File: src/rtl/dcr_pkg.sv
// Shared types and defaults for the MEM/WB stage and its data-memory handshake.
package dcr_pkg;

    typedef enum logic [1:0] {
        MEM_IDLE,
        MEM_REQ,
        MEM_DONE
    } mem_state_t;

    localparam int unsigned DCR_TIMEOUT_DEF = 15;

endpackage

File: src/rtl/dcr_mem_wb_stage_if.sv
// Data-memory req/ack bus between the MEM stage (master) and data memory (slave).
interface dcr_mem_wb_stage_if #(
    parameter int unsigned ADDR_W = 8
);
    logic              DMemReqOut;
    logic              DMemWeOut;
    logic [ADDR_W-1:0] DMemAddrOut;
    logic [31:0]       DMemWrDataOut;
    logic              DMemAckIn;
    logic [31:0]       DMemRdDataIn;

    modport master (
        output DMemReqOut,
        output DMemWeOut,
        output DMemAddrOut,
        output DMemWrDataOut,
        input  DMemAckIn,
        input  DMemRdDataIn
    );

    modport slave (
        input  DMemReqOut,
        input  DMemWeOut,
        input  DMemAddrOut,
        input  DMemWrDataOut,
        output DMemAckIn,
        output DMemRdDataIn
    );

endinterface

File: src/rtl/dcr_dmem_if.sv
// Data-memory access FSM: issues req until ack or timeout, holds load data, drives stall/bus error.
module dcr_dmem_if
    import dcr_pkg::*;
#(
    parameter int unsigned ADDR_W  = 8,
    parameter int unsigned TIMEOUT = DCR_TIMEOUT_DEF
) (
    input  logic               clk,
    input  logic               rst,
    input  logic               clken,
    input  logic               memread,
    input  logic               memwrite,
    input  logic [ADDR_W-1:0]  addr,
    input  logic [31:0]        wrdata,
    dcr_mem_wb_stage_if.master dmem,
    output logic [31:0]        hold,
    output logic               stall,
    output logic               buserr
);

    localparam int unsigned CntW = $clog2(TIMEOUT + 1);

    mem_state_t        state_q;
    logic [CntW-1:0]   cnt_q;
    logic [CntW-1:0]   cnt_inc;
    logic              req_q;
    logic              we_q;
    logic [31:0]       hold_q;
    logic              buserr_q;
    logic              memop;

    assign memop   = memread | memwrite;
    assign cnt_inc = cnt_q + CntW'(1);

    always_ff @(posedge clk) begin
        if (rst) begin
            state_q  <= MEM_IDLE;
            cnt_q    <= '0;
            req_q    <= 1'b0;
            we_q     <= 1'b0;
            hold_q   <= '0;
            buserr_q <= 1'b0;
        end else begin
            unique case (state_q)
                MEM_IDLE: begin
                    if (memop) begin
                        state_q <= MEM_REQ;
                        cnt_q   <= '0;
                        req_q   <= 1'b1;
                        we_q    <= memwrite;
                    end
                end
                MEM_REQ: begin
                    if (dmem.DMemAckIn) begin
                        if (memread) hold_q <= dmem.DMemRdDataIn;
                        state_q <= MEM_DONE;
                        req_q   <= 1'b0;
                        we_q    <= 1'b0;
                    end else begin
                        cnt_q <= cnt_inc;
                        // Timeout fires at the end of the TIMEOUT-th unacknowledged REQ cycle.
                        if (cnt_inc == CntW'(TIMEOUT)) begin
                            hold_q   <= '0;
                            buserr_q <= 1'b1;
                            state_q  <= MEM_DONE;
                            req_q    <= 1'b0;
                            we_q     <= 1'b0;
                        end
                    end
                end
                MEM_DONE: begin
                    if (clken) state_q <= MEM_IDLE;
                end
                default: state_q <= MEM_IDLE;
            endcase
        end
    end

    assign dmem.DMemReqOut    = req_q;
    assign dmem.DMemWeOut     = we_q;
    assign dmem.DMemAddrOut   = addr;
    assign dmem.DMemWrDataOut = wrdata;

    assign stall  = memop & (state_q != MEM_DONE);
    assign hold   = hold_q;
    assign buserr = buserr_q;

endmodule

File: src/rtl/dcr_mem_wb_stage.sv
// MEM stage plus MEM/WB pipeline register; drives the writeback and MEM bypass buses toward decode.
module dcr_mem_wb_stage
    import dcr_pkg::*;
#(
    parameter int unsigned ADDR_W  = 8,
    parameter int unsigned TIMEOUT = DCR_TIMEOUT_DEF
) (
    input  logic               clk,
    input  logic               rst,
    input  logic               clken,
    input  logic               MemReadInMEM,
    input  logic               MemWriteInMEM,
    input  logic               RegWriteInMEM,
    input  logic [31:0]        ALUResultInMEM,
    input  logic [31:0]        StoreDataInMEM,
    input  logic [4:0]         WriteAddrInMEM,
    dcr_mem_wb_stage_if.master dmem,
    output logic [31:0]        ALUDataOutID,
    output logic [31:0]        MemDataOutID,
    output logic [4:0]         WriteAddrOutID,
    output logic               RegWriteOutID,
    output logic               MemReadOutID,
    output logic [31:0]        MEMALUBypassDataOutID,
    output logic [31:0]        MEMMEMBypassDataOutID,
    output logic [4:0]         WriteAddrOutPMCU,
    output logic               RegWriteOutPMCU,
    output logic               StallOutPMCU,
    output logic               BusErrOutPMCU
);

    logic [31:0] hold;
    logic        stall;

    dcr_dmem_if #(
        .ADDR_W  (ADDR_W),
        .TIMEOUT (TIMEOUT)
    ) u_dmem (
        .clk      (clk),
        .rst      (rst),
        .clken    (clken),
        .memread  (MemReadInMEM),
        .memwrite (MemWriteInMEM),
        .addr     (ALUResultInMEM[ADDR_W-1:0]),
        .wrdata   (StoreDataInMEM),
        .dmem     (dmem),
        .hold     (hold),
        .stall    (stall),
        .buserr   (BusErrOutPMCU)
    );

    always_ff @(posedge clk) begin
        if (rst) begin
            ALUDataOutID   <= '0;
            MemDataOutID   <= '0;
            WriteAddrOutID <= '0;
            RegWriteOutID  <= 1'b0;
            MemReadOutID   <= 1'b0;
        end else if (clken) begin
            if (!stall) begin
                ALUDataOutID   <= ALUResultInMEM;
                MemDataOutID   <= MemReadInMEM ? hold : 32'h0;
                WriteAddrOutID <= WriteAddrInMEM;
                RegWriteOutID  <= RegWriteInMEM;
                MemReadOutID   <= MemReadInMEM;
            end else begin
                // Stalled memory op: push a bubble into WB, keep data fields.
                RegWriteOutID <= 1'b0;
                MemReadOutID  <= 1'b0;
            end
        end
    end

    assign MEMALUBypassDataOutID = ALUResultInMEM;
    assign MEMMEMBypassDataOutID = hold;
    assign WriteAddrOutPMCU      = WriteAddrInMEM;
    assign RegWriteOutPMCU       = RegWriteInMEM;
    assign StallOutPMCU          = stall;

endmodule

File: src/flat_wrapper.sv
// flat-port wrapper written by rule: the top's interface ports become plain ports
module dcr_mem_wb_stage_flat import dcr_pkg::*;
#(
    parameter int unsigned ADDR_W  = 8,
    parameter int unsigned TIMEOUT = DCR_TIMEOUT_DEF
)
  (clk, rst, clken, MemReadInMEM, MemWriteInMEM, RegWriteInMEM, ALUResultInMEM, StoreDataInMEM, WriteAddrInMEM, ALUDataOutID, MemDataOutID, WriteAddrOutID, RegWriteOutID, MemReadOutID, MEMALUBypassDataOutID, MEMMEMBypassDataOutID, WriteAddrOutPMCU, RegWriteOutPMCU, StallOutPMCU, BusErrOutPMCU, dmem_DMemReqOut, dmem_DMemWeOut, dmem_DMemAddrOut, dmem_DMemWrDataOut, dmem_DMemAckIn, dmem_DMemRdDataIn);
  dcr_mem_wb_stage_if #(.ADDR_W(ADDR_W)) dmem_i ();
  input  logic clk;
  input  logic rst;
  input  logic clken;
  input  logic MemReadInMEM;
  input  logic MemWriteInMEM;
  input  logic RegWriteInMEM;
  input  logic [31:0] ALUResultInMEM;
  input  logic [31:0] StoreDataInMEM;
  input  logic [4:0] WriteAddrInMEM;
  output logic [31:0] ALUDataOutID;
  output logic [31:0] MemDataOutID;
  output logic [4:0] WriteAddrOutID;
  output logic RegWriteOutID;
  output logic MemReadOutID;
  output logic [31:0] MEMALUBypassDataOutID;
  output logic [31:0] MEMMEMBypassDataOutID;
  output logic [4:0] WriteAddrOutPMCU;
  output logic RegWriteOutPMCU;
  output logic StallOutPMCU;
  output logic BusErrOutPMCU;
  output wire logic [$bits(dmem_i.DMemReqOut)-1:0] dmem_DMemReqOut;
  output wire logic [$bits(dmem_i.DMemWeOut)-1:0] dmem_DMemWeOut;
  output wire logic [$bits(dmem_i.DMemAddrOut)-1:0] dmem_DMemAddrOut;
  output wire logic [$bits(dmem_i.DMemWrDataOut)-1:0] dmem_DMemWrDataOut;
  input wire logic [$bits(dmem_i.DMemAckIn)-1:0] dmem_DMemAckIn;
  input wire logic [$bits(dmem_i.DMemRdDataIn)-1:0] dmem_DMemRdDataIn;
  assign dmem_DMemReqOut = dmem_i.DMemReqOut;
  assign dmem_DMemWeOut = dmem_i.DMemWeOut;
  assign dmem_DMemAddrOut = dmem_i.DMemAddrOut;
  assign dmem_DMemWrDataOut = dmem_i.DMemWrDataOut;
  assign dmem_i.DMemAckIn = dmem_DMemAckIn;
  assign dmem_i.DMemRdDataIn = dmem_DMemRdDataIn;
  dcr_mem_wb_stage #(.ADDR_W(ADDR_W), .TIMEOUT(TIMEOUT)) u_core (.clk(clk), .rst(rst), .clken(clken), .MemReadInMEM(MemReadInMEM), .MemWriteInMEM(MemWriteInMEM), .RegWriteInMEM(RegWriteInMEM), .ALUResultInMEM(ALUResultInMEM), .StoreDataInMEM(StoreDataInMEM), .WriteAddrInMEM(WriteAddrInMEM), .dmem(dmem_i), .ALUDataOutID(ALUDataOutID), .MemDataOutID(MemDataOutID), .WriteAddrOutID(WriteAddrOutID), .RegWriteOutID(RegWriteOutID), .MemReadOutID(MemReadOutID), .MEMALUBypassDataOutID(MEMALUBypassDataOutID), .MEMMEMBypassDataOutID(MEMMEMBypassDataOutID), .WriteAddrOutPMCU(WriteAddrOutPMCU), .RegWriteOutPMCU(RegWriteOutPMCU), .StallOutPMCU(StallOutPMCU), .BusErrOutPMCU(BusErrOutPMCU));
endmodule
File: config.mk
export PLATFORM = sky130hd
export DESIGN_NAME = dcr_mem_wb_stage_flat
export DESIGN_NICKNAME = d
export VERILOG_FILES = /design/src/rtl/dcr_pkg.sv /design/src/rtl/dcr_mem_wb_stage_if.sv /design/src/rtl/dcr_dmem_if.sv /design/src/rtl/dcr_mem_wb_stage.sv /design/src/flat_wrapper.sv
export SDC_FILE = /design/constraint.sdc
export NUM_CORES = 1
export LEC_CHECK = 0
export BUFFER_PORTS_ARGS = -buffer_cell sky130_fd_sc_hd__buf_2
export CORE_AREA = 2 2 113 115
export CTS_BUF_LIST = sky130_fd_sc_hd__clkbuf_16
export CTS_CLUSTER_SIZE = 20
export DETAILED_ROUTE_END_ITERATION = 8
export DIE_AREA = 0 0 115 117
export PLACE_DENSITY_LB_ADDON = 0.25
export SYNTH_ARGS = -nofsm -noshare
export SYNTH_HDL_FRONTEND = slang
export SYNTH_HIERARCHICAL = 1
export SYNTH_SLANG_ARGS = --single-unit
File: constraint.sdc
create_clock -name clk -period 3.8 [get_ports clk]
set_clock_uncertainty 0.15 [all_clocks]
set_input_delay 0.38 -clock clk [delete_from_list [all_inputs] [get_ports clk]]
set_output_delay 0.38 -clock clk [all_outputs]
set_load 0.05 [all_outputs]
==> impl_metrics.tcl, run 1 <==
set metrics [dict create \
    status "completed" \
    yosysWarnings 6 \
    clkLatencyLatePin_ns 0.34 \
    antenna_found_initial 0 \
    pin_count 293 \
    cts_resized 0 \
    routed_wl_mm 13.0 \
    cp-end-kind "flip-flop" \
    fin_cells 877 \
    setup_viol 0 \
    num_vias 4489 \
    ir_worst_vdd_mv 0.191 \
    grt_max_degree 95 \
    cpMaxStageDelayCell "o21ai_2" \
    path_class "flip-flop to flip-flop" \
    cts_hold_buf 0 \
    dp_cells 861 \
    r2r-end "u_core/u_dmem/hold[23]" \
    final_net_count 832 \
    final_cell_mix "buf_2 (227), nand2_1 (145), dfxtp_1 (112)" \
    reg2reg_depth 6 \
    grt_pass1_vias 3798 \
    portBuffers 228 \
    drv_slew 0 \
    p_seq_frac 0.465 \
    num_antenna_cells 0 \
    max-cap-violations 0 \
    final_common_cell "buf_2" \
    dieArea_um2 13500 \
    ys_types 38 \
    cts_inserted_buffers 9 \
    hp-start "WriteAddrInMEM[1]" \
    rows 41 \
    cts_tree "done" \
    p_sw_w 0.000828 \
    place_congestion 0.797 \
    core_area_um2 12300 \
    min_to "u_core/WriteAddrOutID[1]" \
    first_pass_iters 4 \
    drtIter0Drc 338 \
    arrival_ns 2.28 \
    h-tree-depth 3 \
    switching_share 0.311 \
    path_delay_family "compound AO/OA/AOI/OAI gates" \
    max_slew_margin 0.320 \
    p_int_w 0.00184 \
    rrSetupSlack_ns 1.55 \
    required_ns 3.83 \
    wl_per_cell_um 14.8 \
    synth_fp_nets 714 \
    area_growth_syn_to_layout_pct 14.2 \
    die_width_um 115 \
    rsz0062_at_grt "no" \
    period_share 0.592 \
    period_needed_ns 2.25 \
    avgSynthCellArea_um2 8.51 \
    p_per_area_nw_per_um2 453 \
    dp_hpwl_mm 9.22 \
    holdCritPathClass "primary input to flip-flop" \
    vias_per_cell 5.12 \
    cp_cell_sequence "ha_1, and2b_1, a21oi_2, o21ai_2, buf_4, a311oi_1" \
    cp_max_fo 22 \
    critPathBufInv 1 \
    yosysSeqAreaShare 0.436 \
    min_path_cells 3 \
    comb_power_share 0.192 \
    ys_async_sr_fraction 0 \
    ant_nets 0 \
    clk_pin_slew_ns 0.07 \
    grt_pass1_wl_mm 19.3 \
    netlist_area_um2 5140 \
    clkSinkCount 112 \
    drive_gt1_frac 0.377 \
    max_slew.worst_pin.slew_ns 1.02 \
    clk_path_buf_depth 2 \
    synth_ff_type "dfxtp_1" \
    clock-root-buffer "clkbuf_16" \
    start_kind "flip-flop" \
    grt-ovfl-total 0 \
    syn_inst 604 \
    clockPowerShare 0.343 \
    die_h_um 117 \
    cts_setup_buffers 0 \
    max_clock_freq_mhz 444 \
    ys_ff_latch 112 \
    synth_edf_count 0 \
    initial_core_util 0.418 \
    setup_tns_ns 0 \
    total_leakage_power_nw 2.50 \
    rr_startpoint "u_core/u_dmem/cnt_q[0]" \
    globalRouteTotalUtil 0.180 \
    hold_viol_final 0 \
    drc 0 \
    cpPeakStageDelay_ns 0.47 \
]
registers in the layout, indices dropped and copies added (netlist names):
register                       flops
u_core/MemReadOutID                1
u_core/MemDataOutID               32
u_core/ALUDataOutID               32
u_core/u_dmem/state_q              2
u_core/u_dmem/hold                32
u_core/u_dmem/dmem.DMemReqOut      1
u_core/u_dmem/cnt_q                4
u_core/RegWriteOutID               1
u_core/u_dmem/dmem.DMemWeOut       1
u_core/WriteAddrOutID              5
u_core/u_dmem/buserr               1
cells by family after synthesis:
family                     Yosys count  share of synthesized area
AOI/OAI and AO/OA                  158                      0.193
adders and majority gates            2                    0.00487
buffers and inverters              130                      0.187
DFF                                112                      0.436
and+or+nand+nor                    202                      0.179
metrics by stage:
step                total power (W)  hold slack (ns)  cell area [um2]  setup WS [ns]   util
floorplan                   0.00178            0.316             5140           1.41      -
global placement            0.00177            0.287             5590           1.46  0.454
detailed placement          0.00178            0.293             5590           1.30  0.454
CTS                         0.00270            0.111             5870           1.53  0.477
global route                0.00279            0.114             5870           1.31  0.477
finish                      0.00266            0.129             5870           1.55  0.477
worst max-delay path by stage:
stage,start,end,cells after the start
final,u_core/u_dmem/cnt_q[0],u_core/u_dmem/hold[23],6
after global routing,u_core/u_dmem/state_q[0],u_core/WriteAddrOutID[0],6
after CTS,u_core/u_dmem/state_q[0],u_core/MemDataOutID[11],6
after detailed placement,MemReadInMEM,u_core/MemDataOutID[11],7
after global placement,MemReadInMEM,u_core/ALUDataOutID[15],7
after floorplan,u_core/u_dmem/state_q[0],u_core/RegWriteOutID,7
cells in the mapped netlist, drive strengths merged, types with 2 or more instances:
cell	count	area, um2
nand2	145	544
dfxtp	112	2240
a211oi	3	22.5
clkbuf	11	41.3
o21ai	3	15.0
nand2b	3	26.3
inv	4	15.0
or3	2	12.5
a21oi	112	602
nor2	9	52.6
and2b	3	25.0
ha	2	25.0
buf	115	906
a311oi	34	298
nand3	33	215
nor3	3	15.0
routing by layer:
metal / vias to the layer above / wire [um] / global-route usage / share of wire
li1: 2224 / - / - / -
met5: - / 0 / 0 / 0
met2: 183 / 6230 / 0.298 / 0.48
met1: 2055 / 5550 / 0.227 / 0.43
met4: 0 / 279 / 0.0723 / 0.021
met3: 27 / 926 / 0.0443 / 0.071
cell type report:
cell class / count / area (um2)
fillers: 1243 / 6440
flip-flops and latches: 112 / 2240
multi-input cells: 362 / 1950
repair buffers: 233 / 1190
clock buffers: 9 / 225
well taps: 150 / 188
clock inverters: 7 / 62.6
inverters: 4 / 15.0
power by group through the flow:
stage / registers (W) / logic (W) / clock network [W]
2_1_floorplan: 0.00138 / 0.000407 / 0
3_3_place_gp: 0.00126 / 0.000506 / 0
3_5_place_dp: 0.00127 / 0.000513 / 0
4_1_cts: 0.00124 / 0.000513 / 0.000948
5_1_grt: 0.00124 / 0.000547 / 0.00100
6_report: 0.00124 / 0.000511 / 0.000915
worst register-to-register path, cell delays in order (launching register included):
cell and delay [ns]:
dfxtp_1 0.36, ha_1 0.25, and2b_1 0.25, a21oi_2 0.10, o21ai_2 0.47, buf_4 0.37
a311oi_1 0.14
No activity file was read; power rests on OpenSTA's default activity.
==> run 2: changes to the inputs <==
--- a/config.mk
+++ b/config.mk
@@ -5,12 +5,13 @@
 export SDC_FILE = /design/constraint.sdc
 export NUM_CORES = 1
 export LEC_CHECK = 0
+export ABC_AREA = 1
 export BUFFER_PORTS_ARGS = -buffer_cell sky130_fd_sc_hd__buf_2
-export CORE_AREA = 2 2 113 115
+export CORE_ASPECT_RATIO = 1.2
+export CORE_UTILIZATION = 42
 export CTS_BUF_LIST = sky130_fd_sc_hd__clkbuf_16
 export CTS_CLUSTER_SIZE = 20
 export DETAILED_ROUTE_END_ITERATION = 8
-export DIE_AREA = 0 0 115 117
 export PLACE_DENSITY_LB_ADDON = 0.25
 export SYNTH_ARGS = -nofsm -noshare
 export SYNTH_HDL_FRONTEND = slang
==> constraint.sdc (replaced) <==
create_clock -name clk -period 2.05 [get_ports clk]
set_clock_uncertainty 0.15 [all_clocks]
set_input_delay 0.205 -clock clk [delete_from_list [all_inputs] [get_ports clk]]
set_output_delay 0.205 -clock clk [all_outputs]
set_load 0.05 [all_outputs]
==> run 2 against run 1 <==
Against the previous run:
- final area up 21%
- flip-flop and latch count unchanged
- sequential power up 94%
- register-to-register slack worse by 1.2 ns
- global-route usage up 1.4 points
- worst hold slack worse by 0.11 ns
- setup slack worse by 1.3 ns
- die area up 5.6%
- synthesized cell count up 40%
- core utilization up 5.7 points
- wire length up 7.8%
==> impl_metrics.tcl, run 2 <==
set metrics [dict create \
    holdCritPathClass "primary input to flip-flop" \
    p_int_w 0.00371 \
    required_ns 1.69 \
    antenna_found_initial 0 \
    yosys-top-cells-area "dfxtp_1 (39%), nand2_1 (12%), nor2_1 (11%), buf_4 (11%), inv_1 (7.2%)" \
    synth.most_common_cell "nand2_1" \
    globalRouteTotalUtil 0.194 \
    final_area_um2 7100 \
    fillers 1367 \
    dp_hpwl_mm 9.57 \
    cts_inserted_buffers 9 \
    h-tree-depth 3 \
    p_sw_w 0.00202 \
    yosys-top-cells-count "nand2_1 (184), nor2_1 (165), dfxtp_1 (112)" \
    synth_fp_nets 954 \
    first_pass_iters 4 \
    status "completed" \
    dp_slack_ns 0.338 \
    clockPowerShare 0.306 \
    avgSynthCellArea_um2 6.84 \
    final_net_count 1114 \
    drtIter0Drc 269 \
    core_area_um2 13300 \
    drive_gt1_frac 0.276 \
    yosysSeqAreaShare 0.389 \
    yosysWarnings 6 \
    ys_types 23 \
    drc 0 \
    clkLatencyLatePin_ns 0.34 \
    place_congestion 0.770 \
    synth_top_cell_by_area "dfxtp_1" \
    ys_ff_latch 112 \
    cts_setup_buffers 0 \
    final_cell_mix "buf_2 (228), nand2_1 (184), nor2_1 (165)" \
    rr_startpoint "u_core/u_dmem/cnt_q[0]" \
    grt_pass1_wl_mm 21.9 \
    die_h_um 130 \
    start_kind "primary input" \
    final_core_util 0.534 \
    clk_path_buf_depth 2 \
    netlist_area_um2 5770 \
    hold_viol_final 0 \
    pin_count 293 \
    portBuffers 228 \
    vias_per_cell 4.46 \
    dpl_cell_area_um2 6470 \
    period_share 0.870 \
    wl_met1_mm 5.95 \
    final_common_cell "buf_2" \
    setup_ws_ns 0.266 \
    rsz0062_at_grt "no" \
    rows 46 \
    clock-root-buffer "clkbuf_16" \
    synth_ff_type "dfxtp_1" \
    synth_edf_count 0 \
    ant_nets 0 \
    cts_tree "done" \
    dieArea_um2 14200 \
    total_leakage_power_nw 4.21 \
    critPathLaunch "MemWriteInMEM" \
    comb_power_share 0.275 \
    grt_max_degree 66 \
    grt_pass1_vias 4432 \
    grt-ovfl-total 0 \
    routed_wl_mm 14.0 \
    synth_top_area_share 0.389 \
    setup_viol 0 \
    arrival_ns 1.43 \
    max_slew.worst_pin.slew_ns 0.470 \
    top_layer_used "met4" \
    clk_pin_slew_ns 0.08 \
    switching_share 0.353 \
    p_per_area_nw_per_um2 808 \
    num_antenna_cells 0 \
    hp-start "WriteAddrInMEM[2]" \
    path_class "primary input to output pin" \
    initial_core_util 0.434 \
    area_growth_syn_to_layout_pct 23.1 \
    dr_wl_met2_mm 6.71 \
    drv_slew 0 \
    num_vias 5254 \
    syn_inst 844 \
    die_width_um 109 \
    clkSinkCount 112 \
    setup_tns_ns 0 \
    cp_max_fo 3 \
    period_needed_ns 1.78 \
    max_clock_freq_mhz 561 \
    ir_worst_vdd_mv 0.356 \
    routed-wl-met3_mm 1.13 \
    p_seq_frac 0.419 \
    ys_async_sr_fraction 0 \
    wl_per_cell_um 11.9 \
    max-cap-violations 0 \
    max_slew_margin 0.684 \
    cp-end-kind "output pin" \
]
-- run 2: cell types whose count changed after synthesis, moves of 34 or more --
cell	delta
nand2_1	+39
a311oi_1	-34
a21oi_1	-89
inv_1	+107
nor2_1	+158
-- run 2: path summary, 6_finish.rpt --
path,to,slack [ns],depth (start not counted)
worst max register to register,u_core/u_dmem/hold[15],0.33,9
worst min-delay path,u_core/WriteAddrOutID[2],0.02,5
worst min register to register,u_core/u_dmem/buserr,0.31,2
worst max-delay path,StallOutPMCU,0.27,5
-- run 2: cells by family (layout without fill, tap and decap cells) --
family	after synthesis	count (layout)	share of synthesized area
adders and majority gates	2	2	0.00434
AOI/OAI and AO/OA	46	46	0.0538
and+or+nand+nor	441	441	0.328
buffers and inverters	243	408	0.225
DFF	112	112	0.389
-- run 2: metal layers --
layer,up-vias,track usage
met3,13,0.0536
met1,2255,0.237
li1,2787,-
met2,199,0.327
met4,0,0.0652
met5,-,0
-- run 2: critical path: stages --
cell and delay [ns]:
dlygate4sd3_1 0.53, buf_2 0.11, nor2_1 0.07, a21oi_2 0.20
buf_2 0.31
-- run 2: power groups by stage --
stage | sequential (W) | clock, W | combinational [W]
floorplan | 0.00293 | 0 | 0.000899
global placement | 0.00245 | 0 | 0.00153
global route | 0.00242 | 0.00191 | 0.00171
CTS | 0.00240 | 0.00182 | 0.00159
finish | 0.00240 | 0.00176 | 0.00158
detailed placement | 0.00245 | 0 | 0.00153
-- run 2: area by class of cell --
type / instances / area, um2 / share of cell area
Tap cell: 168 / 210 / 0.0296
Multi-Input combinational cell: 489 / 2230 / 0.314
Timing Repair Buffer: 277 / 1690 / 0.239
Clock inverter: 7 / 68.8 / 0.00969
Inverter: 115 / 432 / 0.0608
Sequential cell: 112 / 2240 / 0.316
Clock buffer: 9 / 225 / 0.0317
-- run 2: stage by stage --
stage / power, W / hold WS, ns / std cells
final: 0.00574 / 0.0203 / 1177
after global routing: 0.00605 / 0.0251 / 1177
after CTS: 0.00581 / 0.00629 / 1177
after detailed placement: 0.00399 / 0.260 / 1127
after global placement: 0.00398 / 0.260 / 1127
after floorplan: 0.00383 / 0.124 / 844
-- run 2: what timing repair did --
item / 4_1_cts / 5_1_grt
hold buffers: 34 / 0
endpoints found under the hold margin: 34 / 0
endpoints found under the setup margin: 0 / 0
gates resized for setup: 0 / 0
==> run 3: changes to the inputs <==
--- a/config.mk
+++ b/config.mk
@@ -5,10 +5,9 @@
 export SDC_FILE = /design/constraint.sdc
 export NUM_CORES = 1
 export LEC_CHECK = 0
-export ABC_AREA = 1
 export BUFFER_PORTS_ARGS = -buffer_cell sky130_fd_sc_hd__buf_2
 export CORE_ASPECT_RATIO = 1.2
-export CORE_UTILIZATION = 42
+export CORE_UTILIZATION = 40
 export CTS_BUF_LIST = sky130_fd_sc_hd__clkbuf_16
 export CTS_CLUSTER_SIZE = 20
 export DETAILED_ROUTE_END_ITERATION = 8
==> run 3 against run 2 <==
Against the previous run:
- first-iteration DRC count fell by 10%
- flip-flop and latch count unchanged
- final cell count is 18% lower
- combinational power decreased by 30%
- clock power barely moved
- sequential share of layout area increased by 1.9 points
- critical path depth is 1 higher
- core utilization is 0.29 points lower
- register-to-register slack worse by 0.17 ns
- non-clock buffer count increased by 33
- sequential power shrank 5%
- final area decreased by 5.7%
- largest cell class unchanged
- highest routed layer unchanged
==> impl_metrics.tcl, run 3 (synthesis results as in run 1) <==
set metrics [dict create \
    status "completed" \
    hold_slack_ns 0.0131 \
    first_pass_iters 4 \
    arrival_ns 1.98 \
    h-tree-depth 3 \
    rsz0062_at_grt "no" \
    vias_per_cell 5.03 \
    reg2reg_depth 6 \
    pin_count 293 \
    routed_wl_mm 14.6 \
    drc 0 \
    period_share 0.920 \
    cpMaxStageDelayCell "dfxtp_2" \
    ir_worst_vdd_mv 0.375 \
    max_slew.worst_pin.slew_ns 0.721 \
    setup_viol 0 \
    grt_pass1_wl_mm 22.1 \
    max_slew_margin 0.519 \
    clkLatencyLatePin_ns 0.34 \
    max-cap-violations 0 \
    critPathLaunch "u_core/u_dmem/cnt_q[0]" \
    rows 45 \
    drv_slew 0 \
    num_vias 4866 \
    period_needed_ns 1.89 \
    final_area_um2 6700 \
    clkSinkCount 112 \
    cp_cell_sequence "ha_1, and2b_1, a21oi_2, o21ai_2, buf_4, a311oi_1" \
    die_h_um 126 \
    hp-start "dmem_DMemRdDataIn[2]" \
    path_class "flip-flop to flip-flop" \
    area_growth_syn_to_layout_pct 30.3 \
    grt-ovfl-total 0 \
    hold_viol_final 0 \
    final_common_cell "buf_2" \
    antenna_found_initial 0 \
    clk_path_buf_depth 2 \
    path_depth 6 \
    wl_per_cell_um 15.1 \
    grt_pass1_vias 4422 \
    rr_startpoint "u_core/u_dmem/cnt_q[0]" \
    dp_hpwl_mm 9.21 \
    required_ns 2.15 \
    final_cell_mix "buf_2 (227), nand2_1 (145), dfxtp_1 (110)" \
    grt_max_degree 71 \
    p_per_area_nw_per_um2 767 \
    max_clock_freq_mhz 530 \
    final_net_count 910 \
    portBuffers 228 \
    ant_nets 0 \
    die_width_um 105 \
    path_delay_family "compound AO/OA/AOI/OAI gates" \
    cts_inserted_buffers 9 \
    initial_core_util 0.408 \
    start_kind "flip-flop" \
    core_area_um2 12600 \
    holdCritPathClass "primary input to flip-flop" \
    min_path_cells 3 \
    cpPeakStageDelay_ns 0.39 \
    globalRouteTotalUtil 0.208 \
    critPathBufInv 1 \
    cp_max_fo 23 \
    cts_setup_buffers 0 \
    place_congestion 0.823 \
    drtIter0Drc 242 \
    clk_pin_slew_ns 0.07 \
    cts_tree "done" \
    dpl_cell_area_um2 5700 \
    dp_cells 883 \
    cp-end-kind "flip-flop" \
    clock-root-buffer "clkbuf_16" \
    fin_cells 968 \
    total_leakage_power_nw 2.86 \
    dieArea_um2 13300 \
    num_antenna_cells 0 \
    drive_gt1_frac 0.358 \
]
-- run 3: cell types whose count changed in the layout (fill, tap and decap cells not counted), moves of 18 or more --
cell / delta
nand3_1: -18
a311oi_1: +34
a22oi_1: -32
dlygate4sd3_1: +35
nor2_1: -158
nand3b_1: -32
a21oi_1: +88
inv_1: -107
nand2_1: -39
-- run 3: power by group --
part / internal, W / switching, W / leakage, nW
Clock: 0.000950 / 0.000798 / 0.146
Sequential: 0.00224 / 0.0000452 / 0.908
Combinational: 0.000332 / 0.000771 / 1.80
Total: 0.00353 / 0.00161 / 2.86
-- run 3: per-layer routing --
metal / vias to the layer above / GRT usage / part of all wire
met5: - / 0 / 0
met4: 0 / 0.0915 / 0.023
met3: 20 / 0.0435 / 0.071
met2: 217 / 0.361 / 0.50
met1: 2250 / 0.246 / 0.41
li1: 2379 / - / -
-- run 3: final timing paths --
| kind | end | slack [ns] |
|---|---|---|
| min | u_core/u_dmem/hold[2] | 0.01 |
| max | u_core/u_dmem/hold[17] | 0.16 |
| min reg2reg | u_core/MemDataOutID[19] | 0.30 |
| max reg2reg | u_core/u_dmem/hold[17] | 0.16 |
-- run 3: area by class of cell --
class	instances	area, um2
flip-flops and latches	112	2240
fillers	1180	5910
multi-input cells	363	1960
clock inverters	6	70.1
repair buffers	310	1980
well taps	164	205
inverters	4	15.0
clock buffers	9	225
-- run 3: repair_timing --
item                                    CTS  global route
hold buffers                             69             0
endpoints found under the hold margin    69             0
endpoints found under the setup margin    0            76
resized for setup                         0             3
-- run 3: through the flow --
stage | utilization | setup WS [ns] | power (W) | TNS [ns]
floorplan | - | 0.00497 | 0.00331 | 0
global placement | 0.452 | 0.0669 | 0.00331 | 0
detailed placement | 0.452 | -0.0546 | 0.00333 | -0.206
CTS | 0.530 | 0.0525 | 0.00518 | 0
global route | 0.531 | 0.0532 | 0.00536 | 0
finish | 0.531 | 0.164 | 0.00514 | 0
-- run 3: worst min-delay path: cells and delay by family --
family | cells | cell delay (ns)
buffers and inverters | 1 | 0.11
AND/OR/NAND/NOR | 1 | 0.06
AO/OA/AOI/OAI | 1 | 0.08
